**config.mk**
```make
export PLATFORM = sky130hd
export DESIGN_NAME = uart_in_responder
export DESIGN_NICKNAME = d
export VERILOG_FILES = /design/src/rtl/uart_sim_pkg.sv /design/src/rtl/uart_char_fifo.sv /design/src/rtl/uart_in_responder.sv
export SDC_FILE = /design/constraint.sdc
export NUM_CORES = 1
export LEC_CHECK = 0
export BUFFER_PORTS_ARGS = -buffer_cell sky130_fd_sc_hd__buf_4
export CAP_MARGIN = 20
export CORE_ASPECT_RATIO = 1.75
export CORE_MARGIN = 2
export CORE_UTILIZATION = 40
export CTS_BUF_LIST = sky130_fd_sc_hd__clkbuf_2
export CTS_CLUSTER_DIAMETER = 120
export DETAILED_ROUTE_END_ITERATION = 7
export MAX_ROUTING_LAYER = met4
export PLACE_DENSITY = 0.6
export SLEW_MARGIN = 15
export SYNTH_ARGS = -nofsm -noshare
export SYNTH_HDL_FRONTEND = slang
export SYNTH_HIERARCHICAL = 1
export SYNTH_SLANG_ARGS = --single-unit
```
**constraint.sdc**
```tcl
create_clock -name clock -period 6.8 [get_ports clock]
set_clock_uncertainty 0.15 [all_clocks]
set_input_delay 0.34 -clock clock [delete_from_list [all_inputs] [get_ports clock]]
set_output_delay 0.34 -clock clock [all_outputs]
set_load 0.005 [all_outputs]
```
**src/rtl/uart_sim_pkg.sv**
```systemverilog
// Shared types and constants for the simulation-side UART input responder.
package uart_sim_pkg;

    typedef logic [7:0] uart_ch_t;

    // Character the DUT sees when nothing is available to hand over.
    localparam uart_ch_t UART_NO_DATA = 8'hff;

    typedef enum logic {
        READY = 1'b0,
        GAP   = 1'b1
    } resp_state_e;

endpackage

```
**src/rtl/uart_char_fifo.sv**
```systemverilog
// Character FIFO feeding the UART input responder: circular storage,
// read/write pointers wrapping modulo DEPTH, and an occupancy count.
// The head entry is presented combinationally; the owner only pops when
// count is non-zero. Reset is synchronous and active-low.
module uart_char_fifo
    import uart_sim_pkg::*;
#(
    parameter int DEPTH = 16
) (
    input  logic                     clock,
    input  logic                     reset,
    input  logic                     push_valid,
    input  uart_ch_t                 push_ch,
    output logic                     push_ready,
    input  logic                     pop,
    output uart_ch_t                 head_ch,
    output logic [$clog2(DEPTH):0]   count
);

    localparam int PTR_W = $clog2(DEPTH);
    localparam int CNT_W = PTR_W + 1;

    uart_ch_t             mem_q [DEPTH];
    logic [PTR_W-1:0]     rd_ptr_q, rd_ptr_d;
    logic [PTR_W-1:0]     wr_ptr_q, wr_ptr_d;
    logic [CNT_W-1:0]     count_q, count_d;
    logic                 push_fire;
    logic                 pop_fire;

    // Acceptance depends only on registered occupancy, so a full FIFO refuses
    // a push even when a pop happens in the same cycle.
    always_comb begin
        push_ready = reset && (count_q != CNT_W'(DEPTH));
        push_fire  = push_valid && push_ready;
        pop_fire   = pop && (count_q != '0);
        head_ch    = mem_q[rd_ptr_q];
        count      = count_q;
    end

    // Pointer and count update; simultaneous push and pop leaves count unchanged.
    always_comb begin
        rd_ptr_d = rd_ptr_q;
        wr_ptr_d = wr_ptr_q;
        count_d  = count_q;
        if (pop_fire) begin
            rd_ptr_d = rd_ptr_q + PTR_W'(1);
        end
        if (push_fire) begin
            wr_ptr_d = wr_ptr_q + PTR_W'(1);
        end
        case ({push_fire, pop_fire})
            2'b10:   count_d = count_q + CNT_W'(1);
            2'b01:   count_d = count_q - CNT_W'(1);
            default: count_d = count_q;
        endcase
    end

    // Pointer and count registers, cleared by reset so old contents are discarded.
    always_ff @(posedge clock) begin
        if (!reset) begin
            rd_ptr_q <= '0;
            wr_ptr_q <= '0;
            count_q  <= '0;
        end else begin
            rd_ptr_q <= rd_ptr_d;
            wr_ptr_q <= wr_ptr_d;
            count_q  <= count_d;
        end
    end

    // Storage write; contents need no reset because count gates every read.
    always_ff @(posedge clock) begin
        if (push_fire) begin
            mem_q[wr_ptr_q] <= push_ch;
        end
    end

endmodule

```
**src/rtl/uart_in_responder.sv**
```systemverilog
// Simulation-side responder for the DUT's UART input channel. Answers each
// read request in the same cycle from a bench-filled character FIFO, or with
// 8'hff when no character is available or a pacing gap is running.
// Note: a bench-pushed 8'hff is indistinguishable from "no data" to the DUT.
// Optional macro UART_IN_ECHO_EN adds registered echo_valid/echo_ch outputs
// that report each delivered character one cycle later.
module uart_in_responder
    import uart_sim_pkg::*;
#(
    parameter int DEPTH      = 16,
    parameter int GAP_CYCLES = 4,
    parameter int CNT_W      = 32
) (
    input  logic                     clock,
    input  logic                     reset,
    input  logic                     push_valid,
    input  logic [7:0]               push_ch,
    output logic                     push_ready,
    input  logic                     io_uart_in_valid,
    output logic [7:0]               io_uart_in_ch,
    output logic [$clog2(DEPTH):0]   fifo_count,
    output logic [CNT_W-1:0]         n_delivered,
    output logic [CNT_W-1:0]         n_empty_reads,
    output logic                     gap_active
`ifdef UART_IN_ECHO_EN
    ,
    output logic                     echo_valid,
    output logic [7:0]               echo_ch
`endif
);

    localparam int GAP_W = (GAP_CYCLES > 2) ? $clog2(GAP_CYCLES) : 1;

    resp_state_e          state_q, state_d;
    logic [GAP_W-1:0]     gap_cnt_q, gap_cnt_d;
    logic [CNT_W-1:0]     n_delivered_q, n_delivered_d;
    logic [CNT_W-1:0]     n_empty_reads_q, n_empty_reads_d;
    uart_ch_t             fifo_head;
    logic                 has_data;
    logic                 pop;
    logic                 empty_read;

    uart_char_fifo #(
        .DEPTH (DEPTH)
    ) u_fifo (
        .clock      (clock),
        .reset      (reset),
        .push_valid (push_valid),
        .push_ch    (push_ch),
        .push_ready (push_ready),
        .pop        (pop),
        .head_ch    (fifo_head),
        .count      (fifo_count)
    );

    // Same-cycle response: the head is offered only while READY with data, and
    // nothing is delivered while reset is held.
    always_comb begin
        has_data      = (fifo_count != '0);
        pop           = reset && io_uart_in_valid && (state_q == READY) && has_data;
        empty_read    = reset && io_uart_in_valid && !pop;
        io_uart_in_ch = (reset && (state_q == READY) && has_data) ? fifo_head : UART_NO_DATA;
        gap_active    = (state_q == GAP);
        n_delivered   = n_delivered_q;
        n_empty_reads = n_empty_reads_q;
    end

    // Next state, gap countdown and saturating statistics counters.
    always_comb begin
        state_d         = state_q;
        gap_cnt_d       = gap_cnt_q;
        n_delivered_d   = n_delivered_q;
        n_empty_reads_d = n_empty_reads_q;
        case (state_q)
            READY: begin
                if (pop && (GAP_CYCLES > 0)) begin
                    state_d   = GAP;
                    gap_cnt_d = GAP_W'(GAP_CYCLES - 1);
                end
            end
            GAP: begin
                if (gap_cnt_q == '0) begin
                    state_d = READY;
                end else begin
                    gap_cnt_d = gap_cnt_q - GAP_W'(1);
                end
            end
            default: state_d = READY;
        endcase
        if (pop && (n_delivered_q != '1)) begin
            n_delivered_d = n_delivered_q + CNT_W'(1);
        end
        if (empty_read && (n_empty_reads_q != '1)) begin
            n_empty_reads_d = n_empty_reads_q + CNT_W'(1);
        end
    end

    // Responder state register; reset returns to READY with cleared statistics.
    always_ff @(posedge clock) begin
        if (!reset) begin
            state_q         <= READY;
            gap_cnt_q       <= '0;
            n_delivered_q   <= '0;
            n_empty_reads_q <= '0;
        end else begin
            state_q         <= state_d;
            gap_cnt_q       <= gap_cnt_d;
            n_delivered_q   <= n_delivered_d;
            n_empty_reads_q <= n_empty_reads_d;
        end
    end

`ifdef UART_IN_ECHO_EN
    logic       echo_valid_q, echo_valid_d;
    uart_ch_t   echo_ch_q, echo_ch_d;

    // Echo the delivered character one cycle after it was handed to the DUT.
    always_comb begin
        echo_valid_d = pop;
        echo_ch_d    = pop ? fifo_head : echo_ch_q;
        echo_valid   = echo_valid_q;
        echo_ch      = echo_ch_q;
    end

    // Echo registers.
    always_ff @(posedge clock) begin
        if (!reset) begin
            echo_valid_q <= 1'b0;
            echo_ch_q    <= 8'h00;
        end else begin
            echo_valid_q <= echo_valid_d;
            echo_ch_q    <= echo_ch_d;
        end
    end
`endif

endmodule

```
== After elaboration in Yosys (flattened, before gate mapping) ==
Memories as Yosys holds them, arrays and structs flattened. A register that Yosys moved wholly into a read port is not among the register bits.
Index checks and enable logic that the tools add are counted.

* Latch bits: 0
* Output and inout port bits: 79
* Memory bits (read-only): 0
* Register bits: 80
* Input port bits: 12
* Memories: 1
* RAM bits: 128

{| class="wikitable"
|+ Memory list
! name !! words !! bits a word !! read ports !! clocked after Yosys merged registers in !! wr ports !! RTL line !! source
|-
| u_fifo.mem_q || 16 || 8 || 1 || 1 || 1 || uart_char_fifo.sv:23 || <nowiki>uart_ch_t mem_q [DEPTH];</nowiki>
|}

* Add/sub/neg operators: 7
* $lt $le $gt $ge: 0
* Reduce and logical (&&, ||, !) cells: 16
* Equal/unequal tests: 7
* Shift-type cells: 0
* Div/mod/pow operators: 0
* Multipliers: 0
* Bitwise logic cells: 1
* Multiplexer cells: 12

{| class="wikitable"
|+ Operators by type and width
! operator !! number
|-
| 32-bit by 1-bit adder with 32-bit output, second input constant || 2
|-
| 32-bit != test, second input constant || 2
|-
| 1-bit logical AND || 11
|-
| 5-bit case mux with 2 select lines || 1
|-
| 4-bit by 1-bit adder with 4-bit output, second input constant || 2
|-
| 4-bit two-way mux || 2
|-
| 8-bit two-way mux || 1
|-
| 5-bit by 1-bit adder with 5-bit output, second input constant || 1
|-
| 5-bit != test, second input constant || 1
|-
| 5-bit nonzero test || 1
|-
| 5-bit by 1-bit subtractor with 5-bit output, second input constant || 1
|-
| 1-bit two-way mux || 4
|-
| 2-bit two-way mux || 2
|-
| 2-bit != test, second input constant || 2
|-
| 2-bit case mux with 2 select lines || 1
|-
| 2-bit by 1-bit equality test with 1-bit output, second input constant || 1
|-
| 2-bit equality test, second input constant || 1
|-
| 2-bit logical NOT || 1
|-
| 1-bit case mux with 2 select lines || 1
|-
| 2-bit AND reduction || 1
|-
| 2-bit nonzero test || 1
|-
| 2-bit by 1-bit subtractor with 2-bit output, second input constant || 1
|-
| 1-bit logical NOT || 1
|-
| 1-bit NOT || 1
|}

== Logic depth before layout (Yosys ltp) ==
Gate-level depths: netlist of the first run.

* Word-level depth: 6
* Gate-level depth with buffers: 13

== By module ==
The synthesis of the first run kept the hierarchy.

{| class="wikitable"
|+ Modules (own cells, without submodules)
! module !! cells an instance !! area each (um2) !! times used
|-
| uart_char_fifo || 315 || 5875.6 || 1
|-
| uart_in_responder || 435 || 3624.7 || 1
|}

== Worst setup path after synthesis of the first run ==
Ideal clock, no wire load.

* Path type: reg2reg
* Start point: register u_fifo.count_q[0] (netlist: u_fifo/count[0])
* End point: register u_fifo.count_q[4] (netlist: u_fifo/count[4])
* Cell stages (with the launch flop): 13
* Period minus slack after synthesis: 3.060 ns
* Data arrival time: 2.846 ns
* Path slack: 3.740 ns
* Library setup time: 0.064 ns
* Path buffers: 0
* Cells stage by stage: dfxtp_1 -> nor3_1 -> a211o_1 -> clkinv_2 -> o21ai_4 -> inv_1 -> ha_1 -> xor2_1 -> ha_1 -> a21oi_1 -> a221oi_1 -> or4b_2 -> nand4_1

* Cells in the longest elaborated chain, start to end: 5
* Elaborated cells on any way between the ends: 12
* Those cells by class: 2 x add/sub; 3 x eq/ne; 1 x mux; 6 x reduce/logical

{| class="wikitable"
|+ RTL lines
! element !! RTL line !! source
|-
| from (decl) || uart_char_fifo.sv:26 || <nowiki>logic [CNT_W-1:0] count_q, count_d;</nowiki>
|-
| from (signal assigned) || uart_char_fifo.sv:67 || <nowiki>count_q <= count_d;</nowiki>
|-
| 5-bit nonzero test (*) || uart_in_responder.sv:59 || <nowiki>has_data = (fifo_count != '0);</nowiki>
|-
| 1-bit logical AND (*) || uart_in_responder.sv:60 || <nowiki>pop = reset && io_uart_in_valid && (state_q == READY) && has_data;</nowiki>
|-
| via pop || uart_in_responder.sv:40 || <nowiki>logic pop;</nowiki>
|-
| 1-bit logical AND (*) || uart_char_fifo.sv:35 || <nowiki>pop_fire = pop && (count_q != '0);</nowiki>
|-
| via u_fifo.pop_fire || uart_char_fifo.sv:28 || <nowiki>logic pop_fire;</nowiki>
|-
| 2-bit by 1-bit equality test with 1-bit output or 2-bit equality test (tied branches) || uart_char_fifo.sv:51 || <nowiki>case ({push_fire, pop_fire})</nowiki>
|-
| 5-bit case mux with 2 select lines or 2-bit nonzero test (tied branches) || n/a ||
|}

The timed path passes the listed nets; every way through them passes the cells marked *.
A chain may end at the register's enable or synchronous reset.

== Final worst setup path of the first run ==
Same ends and word-level chain as after synthesis.

==> impl_metrics.py, run 1 <==
metrics = {
    "power_and_ir_drop": {
        "peakVddDrop_v": 0.000104,
        "p_int_w": 0.00191,
        "power_density_nw_per_um2": 247,
        "seqPwrFrac": 0.540,
        "power_switching_w": 0.000787,
        "power.share.clock": 0.277,
        "total_power_w": 0.00269,
        "swShare": 0.292,
        "p_leak_nw": 3.79,
        "pwr-share-comb": 0.182,
    },
    "layout": {
        "fill_cells": 2246,
        "fin_area_um2": 10900,
        "final_util": 0.467,
        "synthToLayoutAreaGrowth_pct": 14.8,
        "final_nets": 892,
        "drive_gt1_frac": 0.254,
        "fin_cells": 1202,
    },
    "place": {
        "dpl.hpwl_um": 15400,
        "dp_cells": 1110,
        "placed_area_um2": 10400,
        "numPortBuffers": 90,
        "place.gp.congestion": 0.794,
    },
    "drt": {
        "vias_per_cell": 5.47,
        "drc": 0,
        "wirelength_um": 22700,
        "wl_per_cell_um": 18.9,
        "drt-initial-drc-count": 274,
        "drt-pass1-iter-count": 5,
        "vias": 6580,
        "final_antenna_net_count": 0,
    },
    "global_routing": {
        "overflow": 0,
        "globalRouteMet3Util": 0.0415,
        "grt_pass1_vias": 6505,
        "grt_util_all_layers": 0.189,
        "antenna_found_initial": 1,
        "grt_max_degree": 67,
        "grtUsageMet2": 0.353,
        "gr-max-usage-layer": "met2",
        "grt_pass1_wl_um": 35700,
        "grt_util_met1": 0.191,
    },
    "cts": {
        "cts.sinks": 212,
        "clockBufferDepth": 3,
        "cts_buffers": 48,
        "cts_setup_buffers": 0,
        "htree_levels": 2,
        "cts_hold_buf": 12,
        "cts_root_buffer": "clkbuf_2",
        "clk_latency_ns": 0.83,
        "cts.clk_slew.worst_paths_ns": 0.13,
        "cts_tree": "done",
        "cts_resized": 0,
    },
    "setup_path": {
        "critPathCaptureType": "flip-flop",
        "cp-start-kind": "flip-flop",
        "worstPathRequired_ns": 7.40,
        "cp_data_arrival_time_ns": 4.20,
        "critPathKind": "flip-flop to flip-flop",
        "worst-path-max-fanout": 11,
    },
    "sta": {
        "tightestPinTransition_ns": 0.897,
        "fin_crit_sh": 0.528,
        "min_period_ns": 3.59,
        "hold_viol": 0,
        "setup_viol": 0,
        "timing.fmax_mhz": 278,
        "drv_slew": 0,
        "final.setup.tns_ns": 0,
        "slew_headroom": 0.401,
        "rsz0062_at_grt": "false",
    },
    "job": {
        "cap_violations": 0,
    },
    "floorplanning": {
        "fp.dieH_um": 208,
        "io_pins": 91,
        "core_um2": 23300,
        "start_util": 0.407,
        "die_area_um2": 25000,
        "num_rows": 74,
        "die_x_um": 121,
    },
    "logic_synthesis": {
        "ys_seq_area_frac": 0.582,
        "synthFlopType": "edfxtp_1",
        "synthArstFlopShare": 0,
        "netlist_area_um2": 9500,
        "ys_seq_elements": 212,
        "yosysWarnings": 6,
        "synth_edf_count": 128,
        "avgSynthCellArea_um2": 12.7,
        "syn_inst": 750,
        "syn-num-nets": 774,
        "synth_cell_types": 66,
    },
    "worst_hold_path": {
        "hp-class": "input port to flip-flop",
    },
    "run_status": {
        "outcome": "completed",
    },
}
worst max-delay path: stages, from the launching register on:
cell and delay, ns:
dfxtp_1 0.41, nor3_1 0.47, a211o_1 0.28, clkinv_2 0.21, o21ai_4 0.15, inv_1 0.10, ha_1 0.29, xor2_1 0.18
ha_1 0.21, a21oi_1 0.21, a221oi_1 0.15, or4b_2 0.62, nand4_1 0.09
cells in the final DEF (no fill, tap or decap), types with 27 or more instances in the layout:
cell | synthesis | layout
nand3_1 | 27 | 27
a21oi_1 | 38 | 38
buf_4 | 0 | 92
nand2_1 | 60 | 60
mux4_2 | 32 | 32
edfxtp_1 | 128 | 128
dfxtp_1 | 84 | 83
clkbuf_2 | 1 | 70
routing by layer:
layer	part of all wire	vias to the layer above
li1	-	3181
met1	0.37	3217
met2	0.57	142
met3	0.046	40
met4	0.019	0
met5	0	-
flip-flops by register name, indices dropped and copies added (netlist names), named ones only:
signal           flops
gap_cnt_q            2
u_fifo/count         5
n_empty_reads       32
u_fifo/wr_ptr_q      4
u_fifo/rd_ptr_q      4
n_delivered         32
gap_active           1
u_fifo/mem_q       128
kinds of logic after synthesis:
kind of cell / synth area share
AOI/OAI and AO/OA: 0.0848
xor gates and xnor gates: 0.0101
adders and majority gates: 0.0158
buffers and inverters: 0.0262
DFF: 0.582
muxes: 0.101
and+or+nand+nor: 0.180
final cells by class:
cell class	count	area, um^2	area share
flip-flops and latches	212	5530	0.507
multi-input cells	483	3730	0.342
repair buffers	104	811	0.0744
well taps	304	380	0.0349
clock buffers	70	350	0.0321
inverters	19	72.6	0.00666
clock inverters	9	35.0	0.00321
diodes	1	2.50	0.000229
power groups by stage:
stage	logic, W	registers, W	clock network [W]
after global routing	0.000541	0.00146	0.000846
after floorplan	0.000348	0.00146	0
after CTS	0.000500	0.00146	0.000786
after detailed placement	0.000493	0.00148	0
final	0.000491	0.00146	0.000746
after global placement	0.000491	0.00148	0
synth_stat cells, types with 3 or more instances:
cell / instances / share of area
a211oi_1: 4 / 0.0032
a21oi_1: 38 / 0.020
a22oi_1: 16 / 0.013
and2_1: 24 / 0.016
and3_1: 8 / 0.0053
and4_1: 6 / 0.0055
buf_2: 11 / 0.0058
clkbuf_1: 19 / 0.0075
dfxtp_1: 84 / 0.18
edfxtp_1: 128 / 0.40
ha_1: 12 / 0.016
inv_1: 17 / 0.0067
mux2i_1: 24 / 0.025
mux4_2: 32 / 0.076
nand2_1: 60 / 0.024
nand2b_1: 12 / 0.0079
nand3_1: 27 / 0.014
nand4_1: 24 / 0.016
nand4_2: 4 / 0.0053
nand4b_1: 3 / 0.0028
nor2_1: 20 / 0.0079
nor2b_1: 6 / 0.0040
nor3_1: 9 / 0.0047
nor3b_1: 7 / 0.0055
nor4_1: 9 / 0.0059
nor4_2: 3 / 0.0040
o21a_1: 4 / 0.0032
o21ai_0: 13 / 0.0068
o31ai_1: 23 / 0.018
or2_2: 9 / 0.0059
or3_1: 16 / 0.011
or4_1: 22 / 0.017
or4_4: 3 / 0.0036
xnor2_1: 9 / 0.0083
through the flow:
stage / hold slack, ns / worst slack (ns)
final: 0.222 / 3.21
after global routing: 0.167 / 2.94
after CTS: 0.118 / 3.10
after detailed placement: 0.313 / 3.17
after global placement: 0.309 / 3.22
after floorplan: 0.289 / 3.74
worst paths after layout:
kind,startpoint,to,slack [ns],cells after the start
max,u_fifo/count[0]$_SDFFE_PN0P_,u_fifo/count[4]$_SDFFE_PN0P_,3.21,12
min,push_ch[7],u_fifo/mem_q[12][7]$_DFFE_PP_,0.22,2
max reg2reg,u_fifo/count[0]$_SDFFE_PN0P_,u_fifo/count[4]$_SDFFE_PN0P_,3.21,12
min reg2reg,gap_cnt_q[0]$_SDFFE_PN0P_,gap_cnt_q[0]$_SDFFE_PN0P_,0.34,1
(Power assumes the default switching activity.)
==> run 2, diff against run 1 <==
--- a/config.mk
+++ b/config.mk
@@ -14,7 +14,7 @@
 export CTS_CLUSTER_DIAMETER = 120
 export DETAILED_ROUTE_END_ITERATION = 7
 export MAX_ROUTING_LAYER = met4
-export PLACE_DENSITY = 0.6
+export PLACE_DENSITY = 0.62
 export SLEW_MARGIN = 15
 export SYNTH_ARGS = -nofsm -noshare
 export SYNTH_HDL_FRONTEND = slang
==> constraint.sdc (replaced) <==
create_clock -name clock -period 2.96 [get_ports clock]
set_clock_uncertainty 0.15 [all_clocks]
set_input_delay 0.148 -clock clock [delete_from_list [all_inputs] [get_ports clock]]
set_output_delay 0.148 -clock clock [all_outputs]
set_load 0.005 [all_outputs]
==> run 2 against run 1 <==
Compared with the run above: the flow now finishes with violations (negative setup slack); sequential power grew 130%; critical endpoint is now io_uart_in_ch[5]; clock-buffer cell count grew 3; sequential cell count stayed put; largest power group unchanged; combinational power rose to 3.1 times the previous value; setup slack lost 3.2 ns; highest routed layer unchanged; clock power grew to 2.7 times the previous value.
==> impl_metrics.py, run 2 (synthesis gave the netlist of run 1 again) <==
metrics = {
    "power_and_ir_drop": {
        "power_density_nw_per_um2": 592,
        "peakVddDrop_v": 0.000332,
        "total_power_w": 0.00683,
        "p_leak_nw": 4.08,
    },
    "place": {
        "place.gp.congestion": 0.800,
        "dpl.hpwl_um": 15900,
        "numPortBuffers": 90,
    },
    "sta": {
        "final.setup.tns_ns": -0.0818,
        "drv_slew": 0,
        "setup_viol": 5,
        "slew_headroom": 0.360,
        "min_period_ns": 2.99,
        "timing.fmax_mhz": 334,
        "tightestPinTransition_ns": 0.958,
        "fin_crit_sh": 1.01,
        "worst_slack_ns": -0.0310,
        "rsz0062_at_grt": "true",
        "hold_viol": 0,
    },
    "drt": {
        "drt-initial-drc-count": 310,
        "vias": 6904,
        "drc": 0,
        "final_antenna_net_count": 0,
        "drt-pass1-iter-count": 4,
        "wl_per_cell_um": 19.0,
        "vias_per_cell": 5.51,
        "wirelength_um": 23800,
    },
    "cts": {
        "clk_latency_ns": 0.83,
        "cts_root_buffer": "clkbuf_2",
        "htree_levels": 2,
        "cts.clk_slew.worst_paths_ns": 0.11,
        "cts_buffers": 49,
        "cts_tree": "done",
        "clockBufferDepth": 3,
        "cts.sinks": 212,
    },
    "job": {
        "cap_violations": 0,
    },
    "setup_path": {
        "cpPeakStageDelay_ns": 0.54,
        "critPathKind": "flip-flop to primary output",
        "worst-path-max-fanout": 8,
        "r2r_end": "u_fifo/count[4]$_SDFFE_PN0P_",
        "worstPathRequired_ns": 2.66,
        "cp_data_arrival_time_ns": 2.69,
        "endpoint": "io_uart_in_ch[5]",
        "cpMaxStageDelayCell": "mux4_2",
        "cp-start-kind": "flip-flop",
        "path_cells": "buf_12 > buf_16 > mux4_2 > a22oi_2 > nand2_1 > or2_4 > buf_6",
        "critical_path_buf_inv_count": 3,
        "r2r_slack_ns": 0.09,
        "critPathCaptureType": "primary output",
        "r2r_cells": 10,
        "rr_startpoint": "u_fifo/count[0]$_SDFFE_PN0P_",
        "cp_num_cells": 7,
        "cp_top_family": "multiplexers",
    },
    "floorplanning": {
        "core_um2": 23300,
        "start_util": 0.407,
        "num_rows": 74,
        "fp.dieH_um": 208,
        "die_area_um2": 25000,
        "die_x_um": 121,
        "io_pins": 91,
    },
    "global_routing": {
        "antenna_found_initial": 1,
        "grt_max_degree": 46,
        "grt_pass1_wl_um": 37700,
        "grt_pass1_vias": 7140,
        "overflow": 0,
        "grt_util_all_layers": 0.198,
    },
    "layout": {
        "largest_reg_flops": 128,
        "layout_commonest_cell": "edfxtp_1",
        "final_cell_mix": "128 x edfxtp_1, 108 x buf_4, 82 x dfxtp_1, 73 x clkbuf_2, 60 x nand2_1",
        "synthToLayoutAreaGrowth_pct": 21.4,
        "final_nets": 931,
        "regMostFlops": "u_fifo/mem_q",
        "drive_gt1_frac": 0.298,
    },
    "worst_hold_path": {
        "min_from": "push_ch[2]",
        "hp-class": "input port to flip-flop",
    },
    "run_status": {
        "violations": "negative setup slack",
        "outcome": "finished with violations",
    },
}
==> run 2: cell count changes in the layout (fill, tap and decap cells not counted), moves of 3 or more <==
cell and change:
a22oi_1 -12, a22oi_2 +12, buf_12 +4, buf_4 +16, buf_6 +9, clkbuf_2 +3
clkinv_1 +6, dlygate4sd3_1 +7, or2_2 -8, or2_4 +8
==> run 2: worst min-delay path by stage <==
stage / endpoint / slack, ns / depth (start not counted)
global placement: n_delivered[5]$_SDFFE_PN0P_ / 0.31 / 1
CTS: u_fifo/mem_q[13][2]$_DFFE_PP_ / 0.001 / 2
detailed placement: gap_cnt_q[0]$_SDFFE_PN0P_ / 0.32 / 1
floorplan: u_fifo/mem_q[0][0]$_DFFE_PP_ / 0.1 / 0
global route: u_fifo/mem_q[10][2]$_DFFE_PP_ / 0.04 / 2
finish: u_fifo/mem_q[0][2]$_DFFE_PP_ / 0.1 / 2
==> run 2: area by class of cell <==
class / instances / area, um^2
fill: 2151 / 11800
sequential: 212 / 5530
multi-input combinational: 483 / 3820
timing repair buffer: 142 / 1240
tap: 304 / 380
clock buffer: 73 / 365
clock inverter: 18 / 124
inverter: 19 / 72.6
antenna: 1 / 2.50
==> run 2: per-layer routing <==
layer	wire length, um	global-route usage	up-vias
li1	-	-	3280
met1	8820	0.201	3396
met2	13300	0.368	184
met3	1060	0.0387	44
met4	663	0.0718	0
met5	0	-	-
==> run 2: what timing repair did <==
| item | 4_1_cts | 5_1_grt |
|---|---|---|
| endpoints found under the hold margin | 187 | 0 |
| hold buffers | 19 | 0 |
| buffers inserted | 2 | 1 |
| pin swaps | 20 | 14 |
| gates cloned | 3 | 0 |
| gates resized for setup | 30 | 5 |
| setup endpoints to repair | 8 | 9 |
==> run 2: power by group <==
part	switching (W)	total [W]	internal, W	leakage, nW
Clock	0.00116	0.00200	0.000837	0.366
Sequential	0.0000865	0.00332	0.00323	1.83
Combinational	0.000726	0.00151	0.000784	1.88
Total	0.00198	0.00683	0.00485	4.08
==> run 2: worst reg2reg max path: cells and delay by family (launching register included) <==
family	cells	cell delay, ns
flip-flops	1	0.35
buffers and inverters	1	0.07
XOR/XNOR	1	0.14
AO/OA/AOI/OAI	3	0.41
adder cells (fa/ha/maj)	2	0.41
AND/OR/NAND/NOR	3	1.29
==> run 2: metrics by stage <==
stage / setup slack, ns / area [um^2] / std cells / hold WS [ns] / utilization
floorplan: 0.0151 / 9510 / 750 / 0.0969 / -
global placement: 0.167 / 10600 / 1136 / 0.312 / 0.455
detailed placement: 0.0790 / 10600 / 1136 / 0.318 / 0.455
CTS: -0.157 / 11500 / 1251 / 0.00124 / 0.494
global route: -0.156 / 11500 / 1252 / 0.0396 / 0.494
finish: -0.0310 / 11500 / 1252 / 0.0964 / 0.494
